==> src/rtl/hazard_pkg.sv <==
// Shared types for the RV32I pipeline hazard controller.
package hazard_pkg;
  typedef enum logic [1:0] {
    FWD_RF = 2'b00,
    FWD_W  = 2'b01,
    FWD_M  = 2'b10
  } fwd_sel_t;

  typedef enum logic {
    IDLE = 1'b0,
    WAIT = 1'b1
  } mem_state_t;

  localparam logic [1:0] RESULT_SRC_LOAD = 2'b01;

  function automatic logic [31:0] sat_inc(input logic [31:0] v);
    return (v == '1) ? v : v + 32'd1;
  endfunction
endpackage

==> src/rtl/hazard_ctrl_if.sv <==
// Datapath <-> hazard controller bundle; master is the datapath, slave the controller.
interface hazard_ctrl_if #(parameter int REG_ADDR_W = 5);
  logic [REG_ADDR_W-1:0] Rs1D, Rs2D, Rs1E, Rs2E, RdE, RdM, RdW;
  logic                  RegWriteM, RegWriteW;
  logic [1:0]            ResultSrcE;
  logic                  PCSrcE, MemAccessM, MemReadyM;
  logic                  StallF, StallD, StallE, StallM;
  logic                  FlushD, FlushE, FlushW;
  logic [1:0]            ForwardAE, ForwardBE;
  logic                  MemReqM, MemErr;

  modport master (
    output Rs1D, Rs2D, Rs1E, Rs2E, RdE, RdM, RdW, RegWriteM, RegWriteW,
           ResultSrcE, PCSrcE, MemAccessM, MemReadyM,
    input  StallF, StallD, StallE, StallM, FlushD, FlushE, FlushW,
           ForwardAE, ForwardBE, MemReqM, MemErr
  );

  modport slave (
    input  Rs1D, Rs2D, Rs1E, Rs2E, RdE, RdM, RdW, RegWriteM, RegWriteW,
           ResultSrcE, PCSrcE, MemAccessM, MemReadyM,
    output StallF, StallD, StallE, StallM, FlushD, FlushE, FlushW,
           ForwardAE, ForwardBE, MemReqM, MemErr
  );
endinterface

==> src/rtl/hazard_ctrl_forward_sel.sv <==
// One-operand forwarding mux select; M result beats W, x0 never forwarded.
module forward_sel
  import hazard_pkg::*;
#(
  parameter int REG_ADDR_W = 5
) (
  input  logic [REG_ADDR_W-1:0] rs,
  input  logic [REG_ADDR_W-1:0] rdm,
  input  logic [REG_ADDR_W-1:0] rdw,
  input  logic                  regwritem,
  input  logic                  regwritew,
  output fwd_sel_t              fwd
);
  always_comb begin
    fwd = FWD_RF;
    if (regwritem && rdm != '0 && rdm == rs)      fwd = FWD_M;
    else if (regwritew && rdw != '0 && rdw == rs) fwd = FWD_W;
  end
endmodule

==> src/rtl/hazard_ctrl.sv <==
// Stall/flush/forward control plus M-stage memory wait FSM with timeout.
// HAZARD_STATS_EN adds saturating cycle counters for load-use, mem-wait and flush.
module hazard_ctrl
  import hazard_pkg::*;
#(
  parameter int REG_ADDR_W  = 5,
  parameter int MEM_TIMEOUT = 16,
  parameter int CNT_W       = 5
) (
  input  logic        clk,
  input  logic        rst_n,
  hazard_ctrl_if.slave hif
`ifdef HAZARD_STATS_EN
  ,
  output logic [31:0] StatLoadUse,
  output logic [31:0] StatMemWait,
  output logic [31:0] StatFlush
`endif
);
  mem_state_t state;
  logic [CNT_W-1:0] cnt;
  logic mem_err;
  logic mstall, lu, br;

  always_ff @(posedge clk) begin
    if (!rst_n) begin
      state   <= IDLE;
      cnt     <= '0;
      mem_err <= 1'b0;
    end else begin
      case (state)
        IDLE: if (hif.MemAccessM && !hif.MemReadyM) begin
          state <= WAIT;
          cnt   <= CNT_W'(1);
        end
        WAIT: begin
          if (hif.MemReadyM) begin
            state <= IDLE;
            cnt   <= '0;
          end else if (cnt == CNT_W'(MEM_TIMEOUT - 1)) begin
            state   <= IDLE;
            cnt     <= '0;
            mem_err <= 1'b1;
          end else begin
            cnt <= cnt + CNT_W'(1);
          end
        end
        default: state <= IDLE;
      endcase
    end
  end

  // Everything below is gated by rst_n so the pipeline sees a quiet controller in reset.
  always_comb begin
    mstall = rst_n && !hif.MemReadyM &&
             ((state == IDLE && hif.MemAccessM) || state == WAIT);
    lu     = rst_n && !mstall && hif.ResultSrcE == RESULT_SRC_LOAD && hif.RdE != '0 &&
             (hif.RdE == hif.Rs1D || hif.RdE == hif.Rs2D);
    br     = rst_n && !mstall && hif.PCSrcE;
  end

  assign hif.StallF  = mstall | lu;
  assign hif.StallD  = mstall | lu;
  assign hif.StallE  = mstall;
  assign hif.StallM  = mstall;
  assign hif.FlushW  = mstall;
  assign hif.FlushD  = br;
  assign hif.FlushE  = lu | br;
  assign hif.MemReqM = rst_n && ((state == IDLE && hif.MemAccessM) || state == WAIT);
  assign hif.MemErr  = mem_err;

  logic [1:0][REG_ADDR_W-1:0] rs_e;
  fwd_sel_t [1:0]             fwd;
  assign rs_e = {hif.Rs2E, hif.Rs1E};

  for (genvar i = 0; i < 2; i++) begin : g_fwd
    forward_sel #(.REG_ADDR_W(REG_ADDR_W)) u_fwd (
      .rs(rs_e[i]), .rdm(hif.RdM), .rdw(hif.RdW),
      .regwritem(hif.RegWriteM), .regwritew(hif.RegWriteW), .fwd(fwd[i])
    );
  end

  assign hif.ForwardAE = rst_n ? fwd[0] : FWD_RF;
  assign hif.ForwardBE = rst_n ? fwd[1] : FWD_RF;

`ifdef HAZARD_STATS_EN
  always_ff @(posedge clk) begin
    if (!rst_n) begin
      StatLoadUse <= '0;
      StatMemWait <= '0;
      StatFlush   <= '0;
    end else begin
      if (lu)     StatLoadUse <= sat_inc(StatLoadUse);
      if (mstall) StatMemWait <= sat_inc(StatMemWait);
      if (br)     StatFlush   <= sat_inc(StatFlush);
    end
  end
`endif
endmodule

==> src/flat_wrapper.sv <==
// flat-port wrapper written by rule: the top's interface ports become plain ports
module hazard_ctrl_flat import hazard_pkg::*;
#(
  parameter int REG_ADDR_W  = 5,
  parameter int MEM_TIMEOUT = 16,
  parameter int CNT_W       = 5
)
  (clk, rst_n, hif_Rs1D, hif_Rs2D, hif_Rs1E, hif_Rs2E, hif_RdE, hif_RdM, hif_RdW, hif_RegWriteM, hif_RegWriteW, hif_ResultSrcE, hif_PCSrcE, hif_MemAccessM, hif_MemReadyM, hif_StallF, hif_StallD, hif_StallE, hif_StallM, hif_FlushD, hif_FlushE, hif_FlushW, hif_ForwardAE, hif_ForwardBE, hif_MemReqM, hif_MemErr);
  hazard_ctrl_if #(.REG_ADDR_W(REG_ADDR_W)) hif_i ();
  input  logic clk;
  input  logic rst_n;
  input wire logic [$bits(hif_i.Rs1D)-1:0] hif_Rs1D;
  input wire logic [$bits(hif_i.Rs2D)-1:0] hif_Rs2D;
  input wire logic [$bits(hif_i.Rs1E)-1:0] hif_Rs1E;
  input wire logic [$bits(hif_i.Rs2E)-1:0] hif_Rs2E;
  input wire logic [$bits(hif_i.RdE)-1:0] hif_RdE;
  input wire logic [$bits(hif_i.RdM)-1:0] hif_RdM;
  input wire logic [$bits(hif_i.RdW)-1:0] hif_RdW;
  input wire logic [$bits(hif_i.RegWriteM)-1:0] hif_RegWriteM;
  input wire logic [$bits(hif_i.RegWriteW)-1:0] hif_RegWriteW;
  input wire logic [$bits(hif_i.ResultSrcE)-1:0] hif_ResultSrcE;
  input wire logic [$bits(hif_i.PCSrcE)-1:0] hif_PCSrcE;
  input wire logic [$bits(hif_i.MemAccessM)-1:0] hif_MemAccessM;
  input wire logic [$bits(hif_i.MemReadyM)-1:0] hif_MemReadyM;
  output wire logic [$bits(hif_i.StallF)-1:0] hif_StallF;
  output wire logic [$bits(hif_i.StallD)-1:0] hif_StallD;
  output wire logic [$bits(hif_i.StallE)-1:0] hif_StallE;
  output wire logic [$bits(hif_i.StallM)-1:0] hif_StallM;
  output wire logic [$bits(hif_i.FlushD)-1:0] hif_FlushD;
  output wire logic [$bits(hif_i.FlushE)-1:0] hif_FlushE;
  output wire logic [$bits(hif_i.FlushW)-1:0] hif_FlushW;
  output wire logic [$bits(hif_i.ForwardAE)-1:0] hif_ForwardAE;
  output wire logic [$bits(hif_i.ForwardBE)-1:0] hif_ForwardBE;
  output wire logic [$bits(hif_i.MemReqM)-1:0] hif_MemReqM;
  output wire logic [$bits(hif_i.MemErr)-1:0] hif_MemErr;
  assign hif_i.Rs1D = hif_Rs1D;
  assign hif_i.Rs2D = hif_Rs2D;
  assign hif_i.Rs1E = hif_Rs1E;
  assign hif_i.Rs2E = hif_Rs2E;
  assign hif_i.RdE = hif_RdE;
  assign hif_i.RdM = hif_RdM;
  assign hif_i.RdW = hif_RdW;
  assign hif_i.RegWriteM = hif_RegWriteM;
  assign hif_i.RegWriteW = hif_RegWriteW;
  assign hif_i.ResultSrcE = hif_ResultSrcE;
  assign hif_i.PCSrcE = hif_PCSrcE;
  assign hif_i.MemAccessM = hif_MemAccessM;
  assign hif_i.MemReadyM = hif_MemReadyM;
  assign hif_StallF = hif_i.StallF;
  assign hif_StallD = hif_i.StallD;
  assign hif_StallE = hif_i.StallE;
  assign hif_StallM = hif_i.StallM;
  assign hif_FlushD = hif_i.FlushD;
  assign hif_FlushE = hif_i.FlushE;
  assign hif_FlushW = hif_i.FlushW;
  assign hif_ForwardAE = hif_i.ForwardAE;
  assign hif_ForwardBE = hif_i.ForwardBE;
  assign hif_MemReqM = hif_i.MemReqM;
  assign hif_MemErr = hif_i.MemErr;
  hazard_ctrl #(.REG_ADDR_W(REG_ADDR_W), .MEM_TIMEOUT(MEM_TIMEOUT), .CNT_W(CNT_W)) u_core (.clk(clk), .rst_n(rst_n), .hif(hif_i));
endmodule
==> config.mk <==
export PLATFORM = sky130hd
export DESIGN_NAME = hazard_ctrl_flat
export DESIGN_NICKNAME = d
export VERILOG_FILES = /design/src/rtl/hazard_pkg.sv /design/src/rtl/hazard_ctrl_if.sv /design/src/rtl/hazard_ctrl_forward_sel.sv /design/src/rtl/hazard_ctrl.sv /design/src/flat_wrapper.sv
export SDC_FILE = /design/constraint.sdc
export NUM_CORES = 1
export LEC_CHECK = 0
export ABC_AREA = 1
export ABC_CLOCK_PERIOD_IN_PS = 1300
export CAP_MARGIN = 20
export CORE_ASPECT_RATIO = 1.5
export CORE_MARGIN = 2
export CORE_UTILIZATION = 34
export CTS_CLUSTER_DIAMETER = 30
export CTS_CLUSTER_SIZE = 24
export DETAILED_ROUTE_END_ITERATION = 16
export GPL_TIMING_DRIVEN = 0
export PLACE_DENSITY = 0.79
export SLEW_MARGIN = 20
export SYNTH_ARGS = -nofsm -noshare
export SYNTH_HDL_FRONTEND = slang
export SYNTH_SLANG_ARGS = --single-unit
==> constraint.sdc <==
create_clock -name clk -period 1.3 [get_ports clk]
set_clock_uncertainty 0.1 [all_clocks]
set_input_delay 0.26 -clock clk [delete_from_list [all_inputs] [get_ports clk]]
set_output_delay 0.26 -clock clk [all_outputs]
set_load 0.02 [all_outputs]
==> summary.txt, run 1 <==
Setup path
  – Crit path required time: 940 ps
  – Worst EP arrival: 1250 ps
  – Worst setup EP type: primary output
  – CP Class: reg2out
  – Crit path from: u_core.state
  – Reg2Reg Launch Point: u_core.cnt[0]
  – CP max FO: 2
  – Critical Path Start Type: register

Drt
  – TritonRoute pass-1 iters: 4
  – Via count: 1309
  – Avg WL per Cell: 10.8 µm
  – DRT Wirelength: 3070 µm
  – Antenna-violating nets left: 0
  – Remaining DRCs: 0
  – Vias per cell: 4.61
  – DRT iter0 DRCs: 19

Synthesis
  – Cells after synthesis: 183
  – Post-Syn Area: 948 µm²
  – Register bit total from synthesis: 7
  – Syn Nets: 228
  – Sequential fraction of the synthesis area: 0.148
  – Yosys cell types: 19
  – Mean Syn Cell Area: 5.18 µm²
  – Synthesis Warnings: 0

Timing
  – Slew HR: 0.865
  – Final period utilization: 1.24
  – Worst-margin pin slew: 203 ps
  – Crit path time final: 1610 ps
  – Count of final setup violators: 11
  – Unrepaired setup endpoints after global routing: yes
  – Fin worst setup slack: -309 ps
  – Final Max Tran Viols: 0
  – Final hold viol count: 0
  – Worst hold slack: 253 ps
  – Highest Clock Rate: 622 MHz

Final layout
  – Final Instance Count excl. Fillers: 284
  – Sequential Area: 143 µm²
  – Share of cells above drive strength 1: 0.393
  – Fillcell total: 240
  – Area of the multi-input gates: 870 µm²
  – Nets: 293
  – Number of diodes: 0
  – P&R area growth vs syn: 90.2%

Global route
  – Largest net degree at the start of global routing: 8
  – Grt total ovfl: 0
  – Initial antenna violation count: 0
  – First-pass GRT wire length: 4110 µm
  – Gr usage total: 0.181
  – Vias in the first global route: 1100

CTS
  – Clock transition at path regs: 40 ps
  – Clk sinks: 7
  – Hold_buf cts: 0
  – H-tree Lvls: 1
  – TritonCTS clock tree: done
  – Max Root-Sink Buffers: 2
  – Clk Latency, worst-skew pair: 230 ps
  – Total CTS buffers: 3
  – CTS root buf: clkbuf_8

Power and ir drop
  – PnR Total Power: 1020 µW
  – Switch share: 0.326
  – Clock Power Share: 0.300
  – Leakage: 0.000974 µW
  – Peak supply drop: 485 µV
  – Comb pwr share: 0.477
  – Power Density: 563 nW/µm²
  – Internal power: 684 µW
  – Net Switching: 331 µW
  – Sequential power share: 0.224

Die
  – Core Rows: 23
  – Initial Util: 0.354
  – IO Pins: 57
  – Die Area: 3240 µm²
  – Core area: 2680 µm²
  – Vert. Die Dim: 68.7 µm
  – Die width: 47.1 µm

Place
  – IO buf count: 56
  – DP HPWL: 2200 µm
  – Cells after DPL: 276
  – GP Congestion: 0.746

Min path
  – HP Class: in2reg
  – Hold path start: rst_n

Outcome
  – Outcome: complete, but fails checks
  – Failing checks: negative setup slack

Job
  – Max cap viols: 0
final timing paths:
kind / slack (ps) / endpoint / depth (start not counted)
worst min register to register: 350 / u_core.cnt[4] / 2
worst max-delay path: -310 / hif_StallF / 9
worst max register to register: 100 / u_core.cnt[3] / 6
worst min-delay path: 250 / u_core.cnt[4] / 3
cell families (layout without fill, tap and decap cells):
logic type	Yosys count	in the layout	share of synthesized area
and+or+nand+nor	108	108	0.467
xor gates and xnor gates	14	14	0.129
AOI/OAI and AO/OA	13	13	0.0726
DFF	7	7	0.148
buffers and inverters	40	104	0.170
adders and majority gates	1	1	0.0132
cells in the final DEF, fill, tap and decap left out, types with 2 or more instances in the layout:
master / n
xnor2_2: 5
clkbuf_8: 3
nor2_2: 7
dfxtp_1: 5
buf_4: 10
inv_1: 26
nor2_1: 16
dfxtp_2: 2
buf_2: 8
buf_8: 5
o21ai_0: 3
xnor2_4: 5
nand3_1: 8
nand4_1: 2
inv_2: 11
nand3_2: 3
nand2_1: 58
buf_6: 16
nor2_4: 2
xnor2_1: 3
clkbuf_2: 7
nand2_2: 6
clkdlybuf4s15_1: 3
a21oi_1: 6
dlygate4sd2_1: 11
nor3_2: 3
Yosys cell counts:
master    count  area share
nor3_1        3       0.016
nor2_1       24       0.095
nand2_2       1      0.0066
a21oi_1       6       0.032
inv_2         1      0.0040
buf_4         3       0.024
nand3_1      12       0.063
nand3b_1      1      0.0079
ha_1          1       0.013
xor2_1        1      0.0092
inv_1        36        0.14
nand4_1       2       0.013
nor2_4        1       0.012
nand2_1      64        0.25
dfxtp_1       7        0.15
o21ai_0       5       0.026
o211ai_1      1      0.0079
xnor2_1      13        0.12
a31oi_1       1      0.0066
worst max-delay path: stages, from the launching register on:
cell and delay [ps]:
dfxtp_2 330, nor2_4 100, nor2_4 50, nand2_4 60, nand2_2 50, nor2_2 100
nand2_2 70, nand2_2 80, buf_6 90, buf_6 100
sequential cells by signal (all words and copies together), names as in the netlist:
signal,cells
u_core.state,1
u_core.cnt,5
u_core.hif.MemErr,1
power by group through the flow:
stage          combinational, µW  clock (µW)  sequential [µW]
2_1_floorplan                183           0              229
3_3_place_gp                 391           0              230
3_5_place_dp                 396           0              230
4_1_cts                      426         309              226
5_1_grt                      526         331              227
6_report                     484         304              227
cell type report:
type,count,share of cell area
multi-input combinational,136,0.482
timing repair buffer,60,0.297
sequential,7,0.0791
inverter,37,0.0770
tap,37,0.0257
clock buffer,4,0.0250
buffer,3,0.0146
stage by stage:
stage	area (µm²)	utilization	worst slack, ps	setup TNS [ps]
floorplan	963	-	-150	-313
global placement	1570	0.587	-1220	-12900
detailed placement	1570	0.587	-1220	-12940
CTS	1700	0.635	-344	-2190
global route	1800	0.674	-373	-2820
finish	1800	0.674	-309	-2190
per-layer routing:
layer  GRT usage  up-vias  wire, µm
met4      0.0764        0        42
li1            -      679         -
met1       0.134      575      1010
met5           0        -         0
met2       0.387       51      1850
met3      0.0495        4       173
what timing repair did:
| item | CTS | global route |
|---|---|---|
| buffers inserted | 4 | 0 |
| cloned | 0 | 0 |
| gates resized for setup | 223 | 46 |
| endpoints found under the setup margin | 13 | 15 |
| pin swaps | 47 | 24 |
| endpoints found under the hold margin | 0 | 0 |
(Power assumes the default switching activity.)
==> run 2: changes to the inputs <==
--- a/config.mk
+++ b/config.mk
@@ -16,7 +16,6 @@
 export DETAILED_ROUTE_END_ITERATION = 16
 export GPL_TIMING_DRIVEN = 0
 export PLACE_DENSITY = 0.79
-export SLEW_MARGIN = 20
 export SYNTH_ARGS = -nofsm -noshare
 export SYNTH_HDL_FRONTEND = slang
 export SYNTH_SLANG_ARGS = --single-unit
==> results of run 2 <==
Final layout, timing and power as in run 1 (identical DEF).
==> run 3: changes to the inputs <==
--- a/config.mk
+++ b/config.mk
@@ -6,16 +6,16 @@
 export NUM_CORES = 1
 export LEC_CHECK = 0
 export ABC_AREA = 1
-export ABC_CLOCK_PERIOD_IN_PS = 1300
+export ABC_CLOCK_PERIOD_IN_PS = 1800
 export CAP_MARGIN = 20
 export CORE_ASPECT_RATIO = 1.5
 export CORE_MARGIN = 2
-export CORE_UTILIZATION = 34
+export CORE_UTILIZATION = 37
 export CTS_CLUSTER_DIAMETER = 30
 export CTS_CLUSTER_SIZE = 24
 export DETAILED_ROUTE_END_ITERATION = 16
 export GPL_TIMING_DRIVEN = 0
-export PLACE_DENSITY = 0.79
+export PLACE_DENSITY = 0.82
 export SYNTH_ARGS = -nofsm -noshare
 export SYNTH_HDL_FRONTEND = slang
 export SYNTH_SLANG_ARGS = --single-unit
==> constraint.sdc (replaced) <==
create_clock -name clk -period 1.8 [get_ports clk]
set_clock_uncertainty 0.1 [all_clocks]
set_input_delay 0.36 -clock clk [delete_from_list [all_inputs] [get_ports clk]]
set_output_delay 0.36 -clock clk [all_outputs]
set_load 0.02 [all_outputs]
==> run 3 against run 2 <==
Effect of this change: the run now ends clean; final cell count down 4.9%; global-route usage is 1.6 points higher; via count down 2.7%; sequential share of layout area increased by 1.3 points; design area fell by 14%; non-clock buffer count down 1; routed wire length is 11% lower; worst setup slack better by 330 ps; largest power group unchanged.
==> summary.txt, run 3 (same netlist as run 1, synthesis figures left out) <==
Outcome
  – Outcome: complete, no violations

CTS
  – Clk Latency, worst-skew pair: 250 ps
  – CTS root buf: clkbuf_4
  – Clk sinks: 7
  – Max Root-Sink Buffers: 2
  – Clock transition at path regs: 60 ps
  – TritonCTS clock tree: done
  – Hold_buf cts: 0
  – H-tree Lvls: 1
  – Total CTS buffers: 3

Drt
  – DRT iter0 DRCs: 22
  – TritonRoute pass-1 iters: 4
  – Remaining DRCs: 0
  – Via count: 1274
  – Vias per cell: 4.72
  – Avg WL per Cell: 10.2 µm
  – DRT Wirelength: 2740 µm
  – Antenna-violating nets left: 0

Min path
  – HP Class: in2reg

Timing
  – Final Max Tran Viols: 0
  – Final period utilization: 0.988
  – Fin worst setup slack: 21.6 ps
  – TNS Setup: 0 ps
  – Unrepaired setup endpoints after global routing: yes
  – Slew HR: 0.859
  – Worst hold slack: 326 ps
  – Worst-margin pin slew: 209 ps
  – Final hold viol count: 0
  – Highest Clock Rate: 562 MHz
  – Count of final setup violators: 0
  – Crit path time final: 1780 ps

Final layout
  – Max reg flops: 5
  – Commonest non-fill, non-tap cell in the layout: nand2_1
  – Number of diodes: 0
  – Share of cells above drive strength 1: 0.240
  – Fillcell total: 255
  – Most frequent cells in the layout: nand2_1, inv_1, nor2_1
  – Util after Layout: 0.630
  – Nets: 292
  – P&R area growth vs syn: 62.8%
  – Largest Register: u_core.cnt

Die
  – Core area: 2450 µm²
  – Vert. Die Dim: 66.0 µm
  – Core Rows: 22
  – IO Pins: 57
  – Die Area: 2990 µm²
  – Initial Util: 0.387
  – Die width: 45.3 µm

Global route
  – Grt total ovfl: 0
  – Gr usage total: 0.198
  – Initial antenna violation count: 0
  – Largest net degree at the start of global routing: 9
  – First-pass GRT wire length: 4490 µm
  – Vias in the first global route: 1212

Setup path
  – CP max stage delay: 470 ps
  – CP max FO: 3
  – Crit path required time: 1340 ps
  – Critical Path Start Type: input port
  – Crit path buf inv count: 2
  – Slowest-stage cell, CP: clkdlybuf4s50_1
  – Worst EP arrival: 1320 ps
  – CP Class: in2out
  – Worst setup EP type: primary output
  – Kind of cell adding the most delay to the critical path: buffers and inverters
  – Crit path cell chain: clkdlybuf4s50_1, nand2_2, nor3_2, nor2_1, buf_4

Place
  – Pre-CTS setup slack: -928 ps
  – GP Congestion: 0.801
  – IO buf count: 56
  – DP HPWL: 2250 µm

Job
  – Max cap viols: 0

Power and ir drop
  – Leakage: 0.000866 µW
  – Peak supply drop: 244 µV
  – Power Density: 374 nW/µm²
  – PnR Total Power: 577 µW
==> run 3: repair_timing <==
action                                  CTS  global route
pin swaps                                24            23
gates resized for setup                 111            50
buffers inserted                          2             1
endpoints found under the setup margin   12            11
==> run 3: area by class of cell <==
type,instances,area (µm²),share of cell area
multi-input cells,136,701,0.454
well taps,24,30.0,0.0194
repair buffers,59,482,0.312
flip-flops and latches,7,141,0.0916
clock buffers,4,26.3,0.0170
inverters,37,141,0.0916
plain buffers,3,22.5,0.0146
==> run 3: routing by layer <==
layer / track usage / vias to the layer above / wire length [µm]
met3: 0.0246 / 8 / 208
li1: - / 677 / -
met1: 0.170 / 533 / 921
met4: 0.110 / 0 / 129
met5: 0 / - / 0
met2: 0.398 / 56 / 1480
==> run 3: through the flow <==
stage          area [µm²]  instances
6_report             1540        270
5_1_grt              1540        270
4_1_cts              1550        269
3_5_place_dp         1540        263
3_3_place_gp         1540        263
2_1_floorplan         948        183
==> run 3: final timing paths <==
kind / startpoint / end / slack (ps) / cells after the start
hold reg to reg: u_core.cnt[4] / u_core.cnt[4] / 340 / 2
setup reg to reg: u_core.cnt[0] / u_core.cnt[3] / 540 / 6
setup / recovery: hif_RegWriteM / hif_ForwardBE[0] / 20 / 5
hold / removal: rst_n / u_core.cnt[4] / 330 / 3
==> run 3: report_power, final <==
| part | internal [µW] | switching (µW) | leakage, µW | total (µW) |
|---|---|---|---|---|
| logic | 133 | 138 | 0.000794 | 271 |
| registers | 159 | 3.26 | 0.0000572 | 162 |
| clock network | 84.7 | 59.4 | 0.0000150 | 144 |
==> run 3: tightest hold or removal path, stage by stage <==
cell	delay, ps
clkbuf_4	160
nand2_1	80
a21oi_1	30
==> RTL change (flow settings as in run 2) <==
`REG_ADDR_W` is set to 5 in 4 places; all go to 6.
--- a/src/rtl/hazard_ctrl_if.sv
+++ b/src/rtl/hazard_ctrl_if.sv
@@ -1,3 +1,3 @@
 // Datapath <-> hazard controller bundle; master is the datapath, slave the controller.
-interface hazard_ctrl_if #(parameter int REG_ADDR_W = 5);
+interface hazard_ctrl_if #(parameter int REG_ADDR_W = 6);
   logic [REG_ADDR_W-1:0] Rs1D, Rs2D, Rs1E, Rs2E, RdE, RdM, RdW;
--- a/src/rtl/hazard_ctrl_forward_sel.sv
+++ b/src/rtl/hazard_ctrl_forward_sel.sv
@@ -4,3 +4,3 @@
 #(
-  parameter int REG_ADDR_W = 5
+  parameter int REG_ADDR_W = 6
 ) (
--- a/src/rtl/hazard_ctrl.sv
+++ b/src/rtl/hazard_ctrl.sv
@@ -5,3 +5,3 @@
 #(
-  parameter int REG_ADDR_W  = 5,
+  parameter int REG_ADDR_W  = 6,
   parameter int MEM_TIMEOUT = 16,
--- a/src/flat_wrapper.sv
+++ b/src/flat_wrapper.sv
@@ -3,3 +3,3 @@
 #(
-  parameter int REG_ADDR_W  = 5,
+  parameter int REG_ADDR_W  = 6,
   parameter int MEM_TIMEOUT = 16,
Interface: changed (7 resized); port bits go from 57 to 64. The function was not compared with the original's and may differ.
==> RTL change against run 2 <==
- the run still ends with negative setup slack left
- final area rose by 16%
- total power rose by 2.9%
- critical path depth did not move
- register-to-register slack got worse by 0.08 ns
- sequential power barely moved
- critical endpoint unchanged
- sequential cell count did not move
- routed wire length rose by 25%
- worst setup slack got worse by 0.047 ns
- die area rose by 16%
- area after synthesis rose by 17%
==> RTL change: results (changes against run 2) <==
Synth
  – Synth Area in Compound Gates: 7.12% (-0.14 points)
  – Sequential fraction of the synthesis area: 12.7% (-2.1 points)
  – Synth top cells by count: nand2_1 (92), inv_1 (47), nor2_1 (37)
  – Post-Synth Adder-Cell Area: 1.13% (-0.19 points)
  – Synth Area in XOR/XNOR: 6.33% (-6.6 points)
  – Top post-synthesis cells by area: nand2_1 (31%), inv_1 (16%), dfxtp_1 (13%)
  – Syn nets: 283 (+24%)
  – Post-synth cell types: 22 (+3)

STA
  – Worst setup margin: -0.356 ns (-0.0474 ns)
  – Max_slew headroom: 82.8% (-3.7 points)
  – Final Setup Violations: 12 (+1)
  – Final setup TNS: -2.77 ns (-0.576 ns)

Routing
  – Post-DR wirelength/cell: 11.0 um (+1.5%)
  – Initial DRC count: 31 (+12)
  – Wire length on met1: 1350 um (+34%)
  – Met3 wire length: 175 um (+1.2%)
  – Drt pass-1 iters: 5 (+1)
  – Vias: 1609 (+23%)
  – Routed wl met2: 2250 um (+22%)

Global routing
  – Routing usage on met3: 1.42% (-3.5 points)
  – Vias in the first global route: 1439 (+31%)
  – Overall Global Routing Usage: 18.6% (+0.43 points)
  – Met2 Resource Use GR: 39.9% (+1.2 points)
  – First-pass GRT wire length: 5460 um (+33%)
  – Grt met1 use: 18.2% (+4.9 points)

Finish
  – Share of cells above drive strength 1: 37.9% (-1.4 points)
  – Non-filler instance count after layout: 349 (+23%)
  – Post-layout nets: 362 (+24%)

Status
  – Failing checks: negative setup slack
  – Outcome: finished, violations left

Power
  – Leak pwr: 0.00116 uW (+20%)
  – VDD IR max: 328 uV (-32%)
  – Flop pwr share: 21.8% (-0.6 points)

Placement
  – Dpl cells: 334 (+21%)
  – Gpl congestion: 0.798 (+7.1%)

Critical path
  – Worst-path fanout max: 4 (+2)
  – Worst Reg-to-Reg Cells: 8 (+2)
  – Critical path data arrival time: 1.30 ns (+0.05 ns)
  – Reg-to-reg setup timing slack: 0.02 ns (-0.08 ns)
[RTL change: layout make-up]
| type | count | area share (%) |
|---|---|---|
| clock buffer | 4 | 2.16 |
| tap | 40 | 2.40 |
| multi-input combinational | 172 | 46.4 |
| timing repair buffer | 74 | 30.7 |
| buffer | 4 | 1.98 |
| inverter | 48 | 9.24 |
| sequential | 7 | 7.14 |
[RTL change: repair_timing]
item                       CTS  global route
gates resized for setup    240            50
setup endpoints to repair   14            13
buffers inserted             7             4
pin swaps                   43            31
[RTL change: per-stage QoR]
step,total power [uW],hold WS (ns),setup slack (ns),util (%),instance area (sq um)
floorplan,440,0.298,-0.163,-,1170
finish,1050,0.197,-0.356,66.7,2090
global placement,681,0.328,-1.24,59.0,1850
detailed placement,687,0.331,-1.23,59.0,1850
global route,1110,0.257,-0.415,66.7,2090
CTS,1010,0.191,-0.365,62.1,1940
